==> config.mk <==
export PLATFORM = sky130hd
export DESIGN_NAME = audio_pwm_dac
export DESIGN_NICKNAME = d
export VERILOG_FILES = /design/src/rtl/audio_pwm_dac_pkg.sv /design/src/rtl/audio_gain_ramp.sv /design/src/rtl/audio_pwm_dac.sv
export SDC_FILE = /design/constraint.sdc
export NUM_CORES = 1
export LEC_CHECK = 0
export BUFFER_PORTS_ARGS = -buffer_cell sky130_fd_sc_hd__buf_2
export CAP_MARGIN = 10
export CELL_PAD_IN_SITES_DETAIL_PLACEMENT = 1
export CELL_PAD_IN_SITES_GLOBAL_PLACEMENT = 1
export CORE_ASPECT_RATIO = 1.75
export CORE_MARGIN = 2
export CORE_UTILIZATION = 50
export DETAILED_ROUTE_END_ITERATION = 10
export GPL_ROUTABILITY_DRIVEN = 1
export PLACE_DENSITY = 0.91
export SLEW_MARGIN = 20
export SYNTH_ARGS = -nofsm -noshare
export SYNTH_HDL_FRONTEND = slang
export SYNTH_SLANG_ARGS = --single-unit
export TNS_END_PERCENT = 20
==> constraint.sdc <==
create_clock -name clk -period 7.15 [get_ports clk]
set_clock_uncertainty 0.15 [all_clocks]
set_input_delay 0 -clock clk [delete_from_list [all_inputs] [get_ports clk]]
set_output_delay 0 -clock clk [all_outputs]
set_load 0.03 [all_outputs]
==> src/rtl/audio_pwm_dac_pkg.sv <==
// Shared audio-path definitions: gain FSM states, gain range, midscale and LFSR constants.
package audio_pwm_dac_pkg;

    typedef enum logic [1:0] {
        ST_MUTE,
        ST_UP,
        ST_RUN,
        ST_DOWN
    } gain_state_t;

    typedef logic [8:0] gain_t;

    localparam gain_t       GAIN_MAX            = 9'd256;
    localparam int          AUDIO_CODE_MIDSCALE = 8192;
    localparam logic [15:0] LFSR_SEED           = 16'hACE1;
    // Fibonacci taps 16,14,13,11 expressed as a bit mask over the state
    localparam logic [15:0] LFSR_TAPS           = 16'hB400;

    function automatic logic [15:0] lfsr_next(input logic [15:0] s);
        return {s[14:0], ^(s & LFSR_TAPS)};
    endfunction

endpackage

==> src/rtl/audio_gain_ramp.sv <==
// Mute/unmute gain ramp: steps the 0..256 gain by one per PWM period on the wrap tick.
module audio_gain_ramp
    import audio_pwm_dac_pkg::*;
(
    input  logic       clk,
    input  logic       rst,
    input  logic       enable,
    input  logic       wrap,
    output logic [8:0] gain,
    output logic       active
);

    gain_state_t r_state;
    gain_state_t w_state_nxt;
    gain_t       r_gain;
    gain_t       w_gain_nxt;

    always_ff @(posedge clk or negedge rst) begin
        if (!rst) begin
            r_state <= ST_MUTE;
            r_gain  <= '0;
        end else begin
            r_state <= w_state_nxt;
            r_gain  <= w_gain_nxt;
        end
    end

    // Reaching a ramp endpoint takes priority over a direction change at the same wrap
    always_comb begin
        w_state_nxt = r_state;
        w_gain_nxt  = r_gain;
        if (wrap) begin
            unique case (r_state)
                ST_MUTE: begin
                    w_gain_nxt = '0;
                    if (enable) w_state_nxt = ST_UP;
                end
                ST_UP: begin
                    if (r_gain >= GAIN_MAX - 9'd1) begin
                        w_gain_nxt  = GAIN_MAX;
                        w_state_nxt = ST_RUN;
                    end else if (!enable) begin
                        w_state_nxt = ST_DOWN;
                    end else begin
                        w_gain_nxt = r_gain + 9'd1;
                    end
                end
                ST_RUN: begin
                    w_gain_nxt = GAIN_MAX;
                    if (!enable) w_state_nxt = ST_DOWN;
                end
                ST_DOWN: begin
                    if (r_gain <= 9'd1) begin
                        w_gain_nxt  = '0;
                        w_state_nxt = ST_MUTE;
                    end else if (enable) begin
                        w_state_nxt = ST_UP;
                    end else begin
                        w_gain_nxt = r_gain - 9'd1;
                    end
                end
            endcase
        end
    end

    always_comb begin
        active = (r_state != ST_MUTE);
        gain   = r_gain;
    end

endmodule

==> src/rtl/audio_pwm_dac.sv <==
// Audio PWM DAC: period counter, gain-scaled sample pipeline and PWM comparator.
// Define AUDIO_PWM_DITHER_EN to add LFSR dither ahead of duty truncation.
module audio_pwm_dac
    import audio_pwm_dac_pkg::*;
#(
    parameter int unsigned CODE_WIDTH   = 14,
    parameter int unsigned PERIOD_WIDTH = 10
) (
    input  logic                  clk,
    input  logic                  rst,
    input  logic                  enable,
    input  logic [CODE_WIDTH-1:0] code,
    output logic                  next_sample,
    output logic                  pwm_out,
    output logic                  active
);

    localparam int unsigned             S1W      = CODE_WIDTH + 10;
    localparam logic [PERIOD_WIDTH-1:0] CNT_MAX  = '1;
    localparam logic [PERIOD_WIDTH-1:0] CNT_NS   = CNT_MAX - PERIOD_WIDTH'(3);
    localparam logic [PERIOD_WIDTH-1:0] CNT_MUL  = CNT_MAX - PERIOD_WIDTH'(2);
    localparam logic [PERIOD_WIDTH-1:0] CNT_ADD  = CNT_MAX - PERIOD_WIDTH'(1);
    localparam logic [CODE_WIDTH-1:0]   MID      = {1'b1, {(CODE_WIDTH-1){1'b0}}};
    localparam logic [PERIOD_WIDTH-1:0] DUTY_RST = MID[CODE_WIDTH-1 -: PERIOD_WIDTH];

    logic [PERIOD_WIDTH-1:0]  r_cnt;
    logic [PERIOD_WIDTH-1:0]  r_duty;
    logic [PERIOD_WIDTH-1:0]  w_duty_next;
    logic signed [S1W-1:0]    r_s1;
    logic signed [S1W-1:0]    w_prod;
    logic signed [S1W-1:0]    w_s1_shr;
    logic signed [S1W-1:0]    w_s2_sum;
    logic [CODE_WIDTH-1:0]    r_s2;
    logic [CODE_WIDTH-1:0]    w_s2_q;
    logic signed [CODE_WIDTH:0] w_diff;
    logic [8:0]               w_gain;
    logic                     r_pwm;
    logic                     w_wrap;
    logic                     w_unused;

    assign w_wrap      = (r_cnt == CNT_MAX);
    assign next_sample = (r_cnt == CNT_NS);
    assign pwm_out     = r_pwm;

    // Offset-binary to signed, then 24-bit signed product; the true result always fits
    assign w_diff   = $signed({1'b0, code}) - $signed({1'b0, MID});
    assign w_prod   = $signed({{9{w_diff[CODE_WIDTH]}}, w_diff})
                    * $signed({{(CODE_WIDTH+1){1'b0}}, w_gain});
    assign w_s1_shr = r_s1 >>> 8;
    assign w_s2_sum = $signed({10'b0, MID}) + w_s1_shr;

`ifdef AUDIO_PWM_DITHER_EN
    localparam int unsigned SHIFT = CODE_WIDTH - PERIOD_WIDTH;

    logic [15:0]         r_lfsr;
    logic [CODE_WIDTH:0] w_dsum;

    always_ff @(posedge clk or negedge rst) begin
        if (!rst) begin
            r_lfsr <= LFSR_SEED;
        end else if (w_wrap) begin
            r_lfsr <= lfsr_next(r_lfsr);
        end
    end

    assign w_dsum = {1'b0, r_s2} + {{(PERIOD_WIDTH+1){1'b0}}, r_lfsr[SHIFT-1:0]};
    assign w_s2_q = w_dsum[CODE_WIDTH] ? '1 : w_dsum[CODE_WIDTH-1:0];
`else
    assign w_s2_q = r_s2;
`endif

    assign w_duty_next = w_s2_q[CODE_WIDTH-1 -: PERIOD_WIDTH];
    assign w_unused    = ^{w_s2_sum[S1W-1:CODE_WIDTH], w_s2_q};

    always_ff @(posedge clk or negedge rst) begin
        if (!rst) begin
            r_cnt  <= '0;
            r_s1   <= '0;
            r_s2   <= MID;
            r_duty <= DUTY_RST;
            r_pwm  <= 1'b0;
        end else begin
            r_cnt <= r_cnt + 1'b1;
            r_pwm <= (r_cnt < r_duty);
            if (r_cnt == CNT_MUL) r_s1   <= w_prod;
            if (r_cnt == CNT_ADD) r_s2   <= w_s2_sum[CODE_WIDTH-1:0];
            if (w_wrap)           r_duty <= w_duty_next;
        end
    end

    audio_gain_ramp u_gain_ramp (
        .clk    (clk),
        .rst    (rst),
        .enable (enable),
        .wrap   (w_wrap),
        .gain   (w_gain),
        .active (active)
    );

endmodule
==> results of run 1 <==
==> final cells by class <==
type	instances	share of cell area, %
Multi-Input combinational cell	532	68.20
Inverter	137	7.020
Tap cell	177	3.023
Clock buffer	5	1.708
Sequential cell	52	17.80
Timing Repair Buffer	22	1.674
Clock inverter	3	0.5807
==> stage by stage <==
| stage | total power [mW] | cell area (sq um) |
|---|---|---|
| after global placement | 0.3229 | 7138 |
| after global routing | 0.6145 | 7326 |
| after floorplan | 0.3051 | 6950 |
| after CTS | 0.5989 | 7326 |
| after detailed placement | 0.3242 | 7138 |
| final | 0.5949 | 7326 |
==> state kept, by name, indices dropped and copies added, names as in the netlist <==
signal / cells
u_gain_ramp.r_state: 2
r_duty: 10
u_gain_ramp.gain: 9
r_s1: 10
r_s2: 10
pwm_out: 1
r_cnt: 10
==> routing by layer <==
| layer | up-vias | wire length [um] | GRT usage [%] |
|---|---|---|---|
| met2 | 115 | 10450 | 50.49 |
| met1 | 2688 | 6525 | 27.49 |
| met5 | - | 0 | 0 |
| li1 | 2352 | - | - |
| met3 | 61 | 402 | 2.925 |
| met4 | 0 | 746 | 11.56 |
==> final timing paths <==
path	endpoint	slack [ps]	startpoint
max	r_s1[20]$_DFFE_PN0N_	910	u_gain_ramp.gain[6]$_DFFE_PN0P_
max reg2reg	r_s1[20]$_DFFE_PN0N_	910	u_gain_ramp.gain[6]$_DFFE_PN0P_
min reg2reg	r_s2[13]$_DFFE_PN1N_	330	r_s1[21]$_DFFE_PN0N_
min	r_s2[11]$_DFFE_PN0N_	200	rst
max in group asynchronous	r_s1[12]$_DFFE_PN0N_	6200	rst
min in group clk	r_s2[13]$_DFFE_PN1N_	330	r_s1[21]$_DFFE_PN0N_
==> layout by cell type (no fill, tap or decap), types with 5 or more instances in the layout <==
cell type and instances:
fa_1 100, nand2_1 92, o31ai_1 5, and2_1 56, dfrtp_1 50, clkbuf_16 5
mux2_2 10, nor2b_1 7, o21ai_0 36, nor3_1 5, nand3_1 9, ha_1 63
a21oi_1 20, buf_2 19, xor2_1 9, and2_2 7, inv_1 137, nand2b_1 7
a21o_1 10, nand4_1 7, and3_1 10, xnor2_1 17, nor2_1 12
==> where the power goes <==
part	total, mW	switching, mW	internal (mW)
registers	0.294	0.000196	0.294
clock network	0.276	0.111	0.165
logic	0.0248	0.0195	0.00530
==> worst register-to-register path, cell delays in order, from the launching register on <==
cell	delay [ps]
dfrtp_1	860
nand2_1	210
fa_1	540
fa_1	500
inv_1	60
fa_1	500
fa_1	550
inv_1	60
fa_1	540
inv_1	50
ha_1	340
a211oi_1	280
nor2_1	100
a21oi_1	320
a31oi_4	180
or2_1	270
a311oi_1	320
xor2_1	190
o21ai_1	80
==> kinds of logic after synthesis <==
group	count (synthesis)
adder cells (fa/ha/maj)	163
AO/OA/AOI/OAI	103
flip-flops	52
multiplexers	12
buffers and inverters	170
AND/OR/NAND/NOR	228
XOR/XNOR	26
==> what timing repair did <==
item,4_1_cts,5_1_grt
hold endpoints to repair,52,0
hold buffers,2,0
endpoints found under the setup margin,0,0
==> metrics, run 1 <==
outcome completed; data required time of the worst path just over 7000 ps; Setup CP Type flop to flop; vias post-DR 5216; fin nets 930; CTS Buffer Depth 2; Post-synth EDFFs 0; mux cell area share after synthesis under 10%; Clock Tree Root clkbuf_16; Post-synth top cells inv_1, fa_1, nand2_1, ha_1, and2_1; die footprint about 15000 sq um; Placer Congestion about 0.83; cell mode on critical path fa_1; Synth Area in XOR/XNOR ~3.3%; CTS Buf Count 5; placement row count 57; Area growth, synth to finish 5.401%; Non-Filler Instances between 900 and 1000; Post-route DRC 0; GR Overflow Total 0; DR vias/cell 5.621; hold crit path type input pin to asynchronous set/reset pin; vias in the first global route between 6000 and 7000; cell accounting for the most synthesized area fa_1; simple-gate share of the synthesized area ~17%; leakage a little under 4 nW; complex-gate fraction of the synthesized area a little under a tenth; number of synthesized register bits 52; final worst-path cycle share between 80% and 90%; R2R depth 18; Clk pin slew, worst setup/hold paths 70 ps; setup TNS 0 ps; Synth Area in Adders between 40 and 50%; peak supply drop just under 0.08 mV; Main synth FF type dfrtp_1; CP Buf/Inv Count 3; DR iter-0 viols about 210; synthesis warning total 0; port bufs 19; # H-tree levels 2; first-pass detailed-route iteration total 4; count leader, synth inv_1; worst setup margin between 900 and 1000 ps; max-slew violation count 0; placed cell count about 920; Routed Antenna Nets 0; CP cell instances nand2_1 -> fa_1 -> fa_1 -> inv_1 -> fa_1 -> fa_1 -> inv_1 -> fa_1 -> inv_1 -> ha_1 -> a211oi_1 -> nor2_1 -> a21oi_1 -> a31oi_4 -> or2_1 -> a311oi_1 -> xor2_1 -> o21ai_1; # setup viols final 0; Die Y 160.0 um; first-pass GRT wire length roughly 30000 um; sequential area share after synthesis between 10% and 20%; Overall Global Routing Usage around a quarter; Post-Syn Nets a little over 900; area of the mapped netlist a little under 7000 sq um; Synth top area share between 20% and 30%; Critical Path AT around 6300 ps; hold_ws approximately 200 ps; CP Capture Type flop; Finished Core Util 53.22%; Slew @ Worst Pin between 800 and 900 ps; Syn Inst Count 754; pwr/cell area ~81 nW/um^2; later-pin clock latency in the skew report approximately 300 ps; most area-consuming cells after synthesis fa_1, dfrtp_1, ha_1, inv_1, and2_1; RSZ-0062 raised after global routing false; Die Wd ~93 um; Distinct cells, synth 57; IO Count 20; Multi-input gate area approximately 5000 sq um; Final Hold Viols 0; Setup Buffers After CTS 0; Starting Density between 50% and 60%; Async S/R FF share, synth 100.0%; post_cts resized 0; sequential cell area 1304 sq um; Slew HR between 40% and 50%; drt wl/cell about 20 um; number of stages on the worst setup path 18; share of cells above drive strength 1 under 10%; DRT Wirelength about 18000 um; dpl hpwl ~14000 um; Largest stage delay, worst path around 860 ps; Worst setup SP type flop; core area 13760 sq um; post-synthesis average cell area between 9 and 10 sq um; Max Fclk about 160 MHz; critical path peak fanout 23; fin crit period a little over 6000 ps; Sink Count 52; Post-Place Setup Slack between 900 and 1000 ps; Worst path top cell family by delay adder cells; Max Cap Violations 0; largest family of logic cells by synthesized area adder cells; initial antenna violation count 0; Ant. Diodes 0; largest net degree at the start of global routing 53; CTS tree yes; Slowest cell on crit path dfrtp_1; # fillers 1561
(Power assumes the default switching activity.)
==> inputs of run 2 (changes only) <==
--- a/config.mk
+++ b/config.mk
@@ -14,7 +14,7 @@
 export CORE_UTILIZATION = 50
 export DETAILED_ROUTE_END_ITERATION = 10
 export GPL_ROUTABILITY_DRIVEN = 1
-export PLACE_DENSITY = 0.91
+export PLACE_DENSITY_LB_ADDON = 0.3
 export SLEW_MARGIN = 20
 export SYNTH_ARGS = -nofsm -noshare
 export SYNTH_HDL_FRONTEND = slang
==> run 2 against run 1 <==
Against the previous run: critical endpoint unchanged; routed wire length shrank 3.2%; core utilization hardly changed; first-iteration DRC count decreased by 17%; critical path depth is 2 higher; global-route usage is 0.40 points lower; clock-buffer cell count increased by 2; highest routed layer unchanged; worst setup slack worse by 14 ps.
==> metrics, run 2 (synthesized netlist as in run 1, its figures left out) <==
outcome completed; Clock Tree Root clkbuf_16; core area 13760 sq um (unchanged); commonest non-fill, non-tap cells in the layout inv_1, fa_1, nand2_1, ha_1, and2_1; hold crit path type input pin to asynchronous set/reset pin; Placer Congestion 0.8379 (+1.2%); DR iter-0 viols 172 (-17%); first-pass GRT wire length 30240 um (-0.68%); Clk pin slew, worst setup/hold paths 70 ps (about the same); port bufs 19 (unchanged); data required time of the worst path 7210 ps (+40 ps); hold_ws 198.3 ps (+0.06500 ps); most common cell after layout, fill and taps aside inv_1; critical path peak fanout 21 (-8.7%); Overall Global Routing Usage 25.71% (-0.40 points); largest net degree at the start of global routing 53 (unchanged); peak supply drop 0.07822 mV (+0.35%); final worst-path cycle share 87.46% (+0.19 points); first-pass detailed-route iteration total 4 (unchanged); Area growth, synth to finish 5.364% (about the same); GR Overflow Total 0 (unchanged); R2R depth 20 (+2); Max Cap Violations 0 (unchanged); Max Fclk 159.9 MHz (-0.22%); Non-Filler Instances 930 (+0.22%); CTS Hold Bufs 2 (unchanged); Die Wd 93.13 um (unchanged); share of cells above drive strength 1 7.437% (+0.11 points); CP Capture Type flop; Sink Count 52 (unchanged); Finished Core Util 53.20% (about the same); Slew @ Worst Pin 901.9 ps (+61.78 ps); Final Hold Viols 0 (unchanged); CTS Buffer Depth 2 (unchanged); pwr/cell area 77.55 nW/um^2 (-4.5%); max-slew violation count 0 (unchanged); setup TNS 0 ps (unchanged); # setup viols final 0 (unchanged); Ant. Diodes 0 (unchanged); CTS Buf Count 5 (unchanged); placed cell count 920 (+0.22%); placement row count 57 (unchanged); Setup Buffers After CTS 0 (unchanged); vias post-DR 5180 (-0.69%); dpl hpwl 14310 um (-1.2%); Worst setup SP type flop; Worst R2R Setup Slack 900 ps (about the same); R2R Path End r_s1[20]$_DFFE_PN0N_; die footprint 14900 sq um (unchanged); DRT Wirelength 17540 um (-3.2%); Setup CP Type flop to flop; post_cts resized 0 (unchanged); initial antenna violation count 0 (unchanged); Critical Path AT 6320 ps (+60 ps); Starting Density 50.50% (unchanged); drt wl/cell 18.86 um (-3.4%); fin nets 932 (+0.22%); IO Count 20 (unchanged); RSZ-0062 raised after global routing false; vias in the first global route 6338 (+1.6%); leakage 3.890 nW (about the same); fin crit period 6253 ps (+13.68 ps); Slew HR 39.87% (-4.1 points); CTS tree yes; R2R Path Start u_gain_ramp.gain[3]$_DFFE_PN0P_; # H-tree levels 2 (unchanged); DR vias/cell 5.570 (-0.90%); Die Y 160.0 um (unchanged); Post-route DRC 0 (unchanged); later-pin clock latency in the skew report 290 ps (about the same); Routed Antenna Nets 0 (unchanged)
## run 2: changes by cell type in the layout (fill, tap and decap cells not counted)
cell	change
buf_4	+2
clkbuf_1	+1
clkinv_2	-1
clkbuf_8	+1
bufinv_16	-1
## run 2: final cells by class
class | count | area (sq um)
clock buffers | 7 | 142.6
clock inverters | 1 | 7.507
fillers | 1611 | 6441
inverters | 137 | 514.2
multi-input cells | 532 | 4996
flip-flops and latches | 52 | 1304
well taps | 177 | 221.5
repair buffers | 24 | 137.6
## run 2: stage by stage
step / cell area [sq um] / worst slack [ps] / power [mW]
floorplan: 6950 / 1448 / 0.3051
global placement: 7153 / 1223 / 0.3237
detailed placement: 7153 / 925.2 / 0.3246
CTS: 7323 / 917.8 / 0.5707
global route: 7323 / 502.6 / 0.5843
finish: 7323 / 896.7 / 0.5680
## run 2: worst max-delay path by stage
stage / slack, ps / start / endpoint / cells after the start
2_1_floorplan: 1450 / u_gain_ramp.gain[3]$_DFFE_PN0P_ / r_s1[20]$_DFFE_PN0N_ / 22
4_1_cts: 920 / u_gain_ramp.gain[3]$_DFFE_PN0P_ / r_s1[19]$_DFFE_PN0N_ / 20
5_1_grt: 500 / u_gain_ramp.gain[3]$_DFFE_PN0P_ / r_s1[20]$_DFFE_PN0N_ / 18
3_5_place_dp: 930 / u_gain_ramp.gain[3]$_DFFE_PN0P_ / r_s1[19]$_DFFE_PN0N_ / 20
6_report: 900 / u_gain_ramp.gain[3]$_DFFE_PN0P_ / r_s1[20]$_DFFE_PN0N_ / 20
3_3_place_gp: 1220 / u_gain_ramp.gain[3]$_DFFE_PN0P_ / r_s1[19]$_DFFE_PN0N_ / 20
## run 2: power breakdown
| group | total, mW | internal, mW | switching, mW | leakage [nW] |
|---|---|---|---|---|
| combinational | 0.0248 | 0.00530 | 0.0195 | 3.16 |
| sequential | 0.294 | 0.294 | 0.000110 | 0.657 |
| clock | 0.249 | 0.140 | 0.109 | 0.0701 |
| total | 0.568 | 0.439 | 0.129 | 3.89 |
## run 2: per-layer routing
metal / track usage, % / routed length [um]
met3: 1.934 / 318
met5: 0 / 0
met4: 10.49 / 669
met1: 27.51 / 6327
met2: 50.36 / 10230
## run 2: worst max-delay path, cell delays in order (launching register included)
cell and delay (ps):
dfrtp_1 880, nand2_1 200, fa_1 600, inv_1 60, fa_1 500, inv_1 50, fa_1 480, inv_1 60
fa_1 520, inv_1 50, fa_1 530, inv_1 40, ha_1 310, o21ai_0 100, a21oi_1 270, or4b_4 530
a31oi_4 240, or2_1 190, a311oi_1 110, xor2_1 160, o21ai_1 120
